[src/rtl/sort_pkg.sv]
// Shared types and constants for the 11-input sorting path.
//   data_t         : 32-bit word carried through the gather stage and sorter
//   SORT_N         : batch size (slot count), matches the sorting network
//   SORT_PAD       : fill value for unused slots; sorts last under unsigned <=
//   gather_state_t : FILL (collecting words) / HOLD (batch presented)
package sort_pkg;

  typedef logic [31:0] data_t;

  localparam int unsigned SORT_N   = 11;
  localparam data_t       SORT_PAD = '1;

  typedef enum logic {
    FILL = 1'b0,
    HOLD = 1'b1
  } gather_state_t;

endpackage

[src/rtl/sort_11_gather.sv]
// Gather stage feeding the 11-input combinational sorting network.
// Collects up to 11 words from a valid/ready stream into a parallel batch.
// Short batches (closed by in_last) are padded with SORT_PAD. The batch is
// held stable on data_0..data_10 until the consumer accepts it.
//
// Ports:
//   clk, rst             : clock, synchronous active-high reset
//   in_data/in_valid     : input stream word and its qualifier
//   in_last              : final word of a short batch (qualified by in_valid)
//   in_ready             : high in FILL; depends only on registered state
//   data_0..data_10      : batch slots, k-th accepted word or SORT_PAD
//   out_valid/out_ready  : batch handshake
//   out_count            : number of real words in the batch (1..11)
module sort_11_gather
  import sort_pkg::*;
(
  input  logic       clk,
  input  logic       rst,
  input  data_t      in_data,
  input  logic       in_valid,
  input  logic       in_last,
  output logic       in_ready,
  output data_t      data_0,
  output data_t      data_1,
  output data_t      data_2,
  output data_t      data_3,
  output data_t      data_4,
  output data_t      data_5,
  output data_t      data_6,
  output data_t      data_7,
  output data_t      data_8,
  output data_t      data_9,
  output data_t      data_10,
  output logic       out_valid,
  input  logic       out_ready,
  output logic [3:0] out_count
);

  localparam logic [3:0] LAST_IDX = 4'(SORT_N - 1);

  gather_state_t r_state;
  gather_state_t w_state_nxt;
  logic [3:0]    r_cnt;
  logic [3:0]    r_count;
  data_t         r_slot [SORT_N];

  logic          w_accept;
  logic          w_close;
  logic          w_release;
  logic [SORT_N-1:0] w_wr;
  logic [SORT_N-1:0] w_pad;

  assign in_ready  = (r_state == FILL);
  assign out_valid = (r_state == HOLD);
  assign out_count = r_count;

  assign w_accept  = in_valid && (r_state == FILL);
  assign w_close   = w_accept && ((r_cnt == LAST_IDX) || in_last);
  assign w_release = (r_state == HOLD) && out_ready;

  // Slot k takes the incoming word when cnt==k; slots above cnt are padded
  // in the same cycle a batch is closed early.
  for (genvar k = 0; k < SORT_N; k++) begin : g_slot_en
    assign w_wr[k]  = w_accept && (r_cnt == 4'(k));
    assign w_pad[k] = w_close && (r_cnt < 4'(k));
  end

  always_comb begin
    w_state_nxt = r_state;
    case (r_state)
      FILL:    if (w_close)   w_state_nxt = HOLD;
      HOLD:    if (w_release) w_state_nxt = FILL;
      default: w_state_nxt = FILL;
    endcase
  end

  always_ff @(posedge clk) begin
    if (rst) begin
      r_state <= FILL;
    end else begin
      r_state <= w_state_nxt;
    end
  end

  always_ff @(posedge clk) begin
    if (rst) begin
      r_cnt   <= '0;
      r_count <= '0;
    end else begin
      if (w_close) begin
        r_count <= r_cnt + 4'd1;
      end else if (w_accept) begin
        r_cnt <= r_cnt + 4'd1;
      end
      if (w_release) begin
        r_cnt <= '0;
      end
    end
  end

  always_ff @(posedge clk) begin
    if (rst) begin
      for (int unsigned i = 0; i < SORT_N; i++) begin
        r_slot[i] <= '0;
      end
    end else begin
      for (int unsigned i = 0; i < SORT_N; i++) begin
        if (w_wr[i]) begin
          r_slot[i] <= in_data;
        end else if (w_pad[i]) begin
          r_slot[i] <= SORT_PAD;
        end
      end
    end
  end

  always_ff @(posedge clk) begin
    if (!rst && w_close) begin
      assert (r_cnt <= LAST_IDX)
        else $error("gather entered HOLD with cnt=%0d", r_cnt);
    end
  end

  assign data_0  = r_slot[0];
  assign data_1  = r_slot[1];
  assign data_2  = r_slot[2];
  assign data_3  = r_slot[3];
  assign data_4  = r_slot[4];
  assign data_5  = r_slot[5];
  assign data_6  = r_slot[6];
  assign data_7  = r_slot[7];
  assign data_8  = r_slot[8];
  assign data_9  = r_slot[9];
  assign data_10 = r_slot[10];

endmodule

[config.mk]
export PLATFORM = sky130hd
export DESIGN_NAME = sort_11_gather
export DESIGN_NICKNAME = d
export VERILOG_FILES = /design/src/rtl/sort_pkg.sv /design/src/rtl/sort_11_gather.sv
export SDC_FILE = /design/constraint.sdc
export NUM_CORES = 1
export LEC_CHECK = 0
export ABC_AREA = 0
export ABC_CLOCK_PERIOD_IN_PS = 5270
export CORE_AREA = 4 4 187 189
export DETAILED_ROUTE_END_ITERATION = 10
export DIE_AREA = 0 0 191 193
export HOLD_SLACK_MARGIN = 0.06
export PLACE_DENSITY = 0.83
export SLEW_MARGIN = 5
export SYNTH_ARGS = -nofsm -noshare
export SYNTH_HDL_FRONTEND = slang
export SYNTH_SLANG_ARGS = --single-unit
[constraint.sdc]
create_clock -name clk -period 5.27 [get_ports clk]
set_input_delay 1.054 -clock clk [delete_from_list [all_inputs] [get_ports clk]]
set_output_delay 1.054 -clock clk [all_outputs]
set_load 0.02 [all_outputs]
==> After elaboration in Yosys (flattened, before gate mapping) <==
Memory sizes are Yosys's and may differ from the RTL's.
Cells that the tools add are included.
{ "word_totals": {"memories": 1, "word_cells": 183, "ramBits": 352, "register_bits": 9, "in_bits": 37} }
{ "memory_table": {"columns": ["memory", "depth", "width", "rd", "rd_ports_with_merged_regs", "wr", "line_no", "text"], "rows": [
  ["r_slot", 11, 32, 11, 0, 11, "sort_11_gather.sv:45", "data_t r_slot [SORT_N];"]
]} }
{ "classes": {"n_mux": 104, "n_addsub": 1, "magnitude_cmp": 11, "reduce_logical": 29, "eq_ne": 10, "bitwise": 24} }
{ "ops": {"columns": ["op", "n"], "rows": [
  ["$mux 32", 22],
  ["$mux 1", 81],
  ["$logic_and 1x1->1", 25],
  ["$or 1x1->1", 22],
  ["$eq 4x3->1 const B", 4],
  ["$lt 4x3->1 const B", 4],
  ["$eq 4x4->1 const B", 3],
  ["$lt 4x4->1 const B", 3],
  ["$eq 4x2->1 const B", 2],
  ["$lt 4x1->1 const B", 2],
  ["$lt 4x2->1 const B", 2],
  ["$add 4x1->4 const B", 1],
  ["$eq 4x1->1 const B", 1],
  ["$logic_not 4->1", 1],
  ["$not 1->1", 2],
  ["$pmux 1 s2", 1],
  ["$reduce_and 2->1", 1],
  ["$reduce_or 2->1", 1],
  ["$logic_or 1x1->1", 1]
]} }

==> Logic depth before layout (Yosys ltp) <==
{ "logic_depth": {"ltp_word": 9, "mapped_depth": 8, "depth_no_buf": 5} }

==> Least setup slack after synthesis <==
Ideal clock, no wire load.
{ "synth_timing": {"path_kind": "input -> register", "startpoint": "input in_valid", "endpoint": "memory r_slot[1][0] (netlist bit), enable pin", "slack_ns": 0.723, "path_stages": 5, "path_buffers": 2, "t_required_ns": 4.804, "t_arrival_ns": 4.082, "cell_sequence": "nor4b_1 -> buf_2 -> buf_2 -> nand2_1 -> o21ai_0"} }
{ "synth_rtl": {"columns": ["element", "line_no", "text"], "rows": [
  ["from (decl)", "sort_11_gather.sv:20", "input logic in_valid,"],
  ["to (decl)", "sort_11_gather.sv:45", null]
]} }

==> results.yml <==
power:
  vdd_drop_max_mv: 0.302
  power_mw: 7.15
  powerDensity_mw_per_mm2: 354
  leakagePower_nw: 7.85
detailed_routing:
  detail_route.iter0.violations: 1101
  routed-via-count: 10800
  drt-wirelength-per-cell_um: 25.2
  drc: 0
  ant_nets: 0
  firstDrtPassIters: 6
  routed_via_density: 5.75
  wl_mm: 47.1
cts:
  clk_latency_ns: 0.51
  cts-resized-gates: 0
  cts_tree: "yes"
  clk_pin_slew_ns: 0.06
  clockBufferDepth: 3
  htree_levels: 2
  cts_buffers: 39
  cts_sinks: 361
  root_buffer: "clkbuf_16"
  post-cts-setup-buffers: 0
  cts_hold_buf: 0
setup_path:
  path_class: "input pin to register"
  regToRegSetupSlack_ns: 2.06
  start_kind: "input pin"
  rr_endpoint: "r_slot[9][29]"
  cp_max_fo: 33
  cp.arrival_ns: 3.88
  rr_worst_depth: 3
  end_kind: "register"
  startpoint: "in_valid"
  crit_required_ns: 5.48
  r2r-start: "out_valid"
sta:
  finalCriticalPeriod_ns: 3.67
  fin_skew_ns: 0.0137
  worst_slack_ns: 1.60
  final_max_slew_viol_count: 0
  maxSlewHeadroom_pct: 14.0
  rsz0062_at_grt: "no"
  setup_viol: 0
  max_freq_mhz: 273
  fin_tns_setup_ns: 0
  hold_viol_final: 0
  worst_slew_pin_slew_ns: 1.29
  whs_ns: 0.484
  finalCritPeriodShare_pct: 69.6
floorplan:
  die_area_mm2: 0.0369
  initial_core_util_pct: 44.5
  core_mm2: 0.0333
  core.rowCount: 67
  die_y_um: 193
  die_x_um: 191
  pin_count: 395
worst_hold_path:
  hold_end: "out_count[1]"
  min_from: "out_count[1]"
  whs_path_depth: 2
  holdCritPathClass: "register to register"
yosys:
  synth-edff-count: 352
  ys_types: 47
  syn_nets: 1127
  syn_inst: 1085
  yosys_warnings: 0
  synth_area_leaders: "edfxtp_1 (71%), a21o_1 (4.9%), a21oi_1 (4.7%)"
  synth_top_area_cell: "edfxtp_1"
  synth_ff_type: "edfxtp_1"
  async_flop_share_pct: 0
  yosys.cell_count.top_type: "edfxtp_1"
  syn_avg_cell_area_um2: 13.7
  synth_common_cells: "edfxtp_1 (352), a21oi_1 (140), clkbuf_1 (98)"
  syn_area_mm2: 0.0148
  synth.top_cell.area_share_pct: 71.3
  ys_ff_latch: 361
  synth_seq_area_share_pct: 72.6
place:
  port_buffers: 394
  pre_cts_ws_ns: 1.14
  gp_congestion: 0.866
  post-dp-hpwl_mm: 31.8
global_routing:
  track_usage_pct: 24.7
  grt-ovfl-total: 0
  grt_pass1_wl_mm: 68.0
  grt_pass1_vias: 10600
  antenna_found_initial: 0
  grt_max_degree: 108
layout:
  diodes: 0
  areaGrowthSynthToFinish_pct: 36.5
  fill_cells: 2488
  nNetsFinal: 1445
  final_layout_size_suffix_gt1_share_pct: 6.80
run:
  cap_violations: 0
run_status:
  status: "completed"
[stage by stage]
step | std cells | util [%] | instance area (um2)
5_1_grt | 1874 | 60.8 | 20200
4_1_cts | 1874 | 60.8 | 20200
6_report | 1874 | 60.8 | 20200
3_3_place_gp | 1810 | 57.3 | 19100
3_5_place_dp | 1810 | 57.3 | 19100
2_1_floorplan | 1085 | - | 14800
[registers in the layout, indices dropped and copies added (netlist names)]
name       count
r_slot       352
out_count      4
r_cnt          4
out_valid      1
[report_power, final]
part / internal, mW / leakage, nW / switching, mW
Combinational: 0.457 / 3.50 / 0.704
Sequential: 3.42 / 3.79 / 0.0849
Clock: 1.43 / 0.557 / 1.06
[critical path, cell delays in order]
cell and delay, ns:
clkdlybuf4s50_1 0.55, or3b_1 1.05, a221o_1 1.02, o2bb2ai_1 0.19
[final cells by class]
cell class / instances / area [um2] / area share (%)
tap: 448 / 561 / 2.77
multi-input combinational: 546 / 3510 / 17.4
sequential: 361 / 10800 / 53.2
clock inverter: 12 / 61.3 / 0.303
clock buffer: 52 / 1080 / 5.33
inverter: 37 / 139 / 0.687
timing repair buffer: 418 / 4120 / 20.4
[layout by cell type (no fill, tap or decap), types with 4 or more instances in the layout]
cell type,instances
ha_1,4
a21o_1,96
dfxtp_1,9
inv_1,37
o21ai_0,39
clkdlybuf4s50_1,393
a21oi_1,140
o2bb2ai_1,32
edfxtp_1,352
clkbuf_1,10
nand2_1,45
o21a_1,32
nor3_1,33
clkinv_2,7
nand3_1,66
buf_4,25
clkbuf_16,41
nand2b_1,6
[per-layer routing]
layer	up-vias	global-route usage, %	wire, um
met5	-	0	0
met4	0	8.09	1480
met3	104	7.06	5060
met2	697	42.0	23600
met1	5282	30.7	17000
li1	4684	-	-
[cell families (layout without fill, tap and decap cells)]
logic type	Yosys count	count (layout)	synth area share, %
DFF	361	361	72.6
AOI/OAI and AO/OA	359	359	15.7
and+or+nand+nor	179	179	6.34
buffers and inverters	178	519	4.81
adders and majority gates	5	5	0.422
xor gates and xnor gates	2	2	0.118
muxes	1	1	0.0676
[how the worst max path moves through the flow]
stage / end / slack (ns) / depth (start not counted)
floorplan: r_slot[1][0] / 0.72 / 5
global placement: r_slot[9][7] / 1.36 / 4
detailed placement: r_slot[9][6] / 1.14 / 4
CTS: r_slot[9][16] / 1.68 / 4
global route: r_slot[9][5] / 1.47 / 4
finish: r_slot[9][29] / 1.60 / 4
Note: power is estimated with default switching activity, not from simulation.
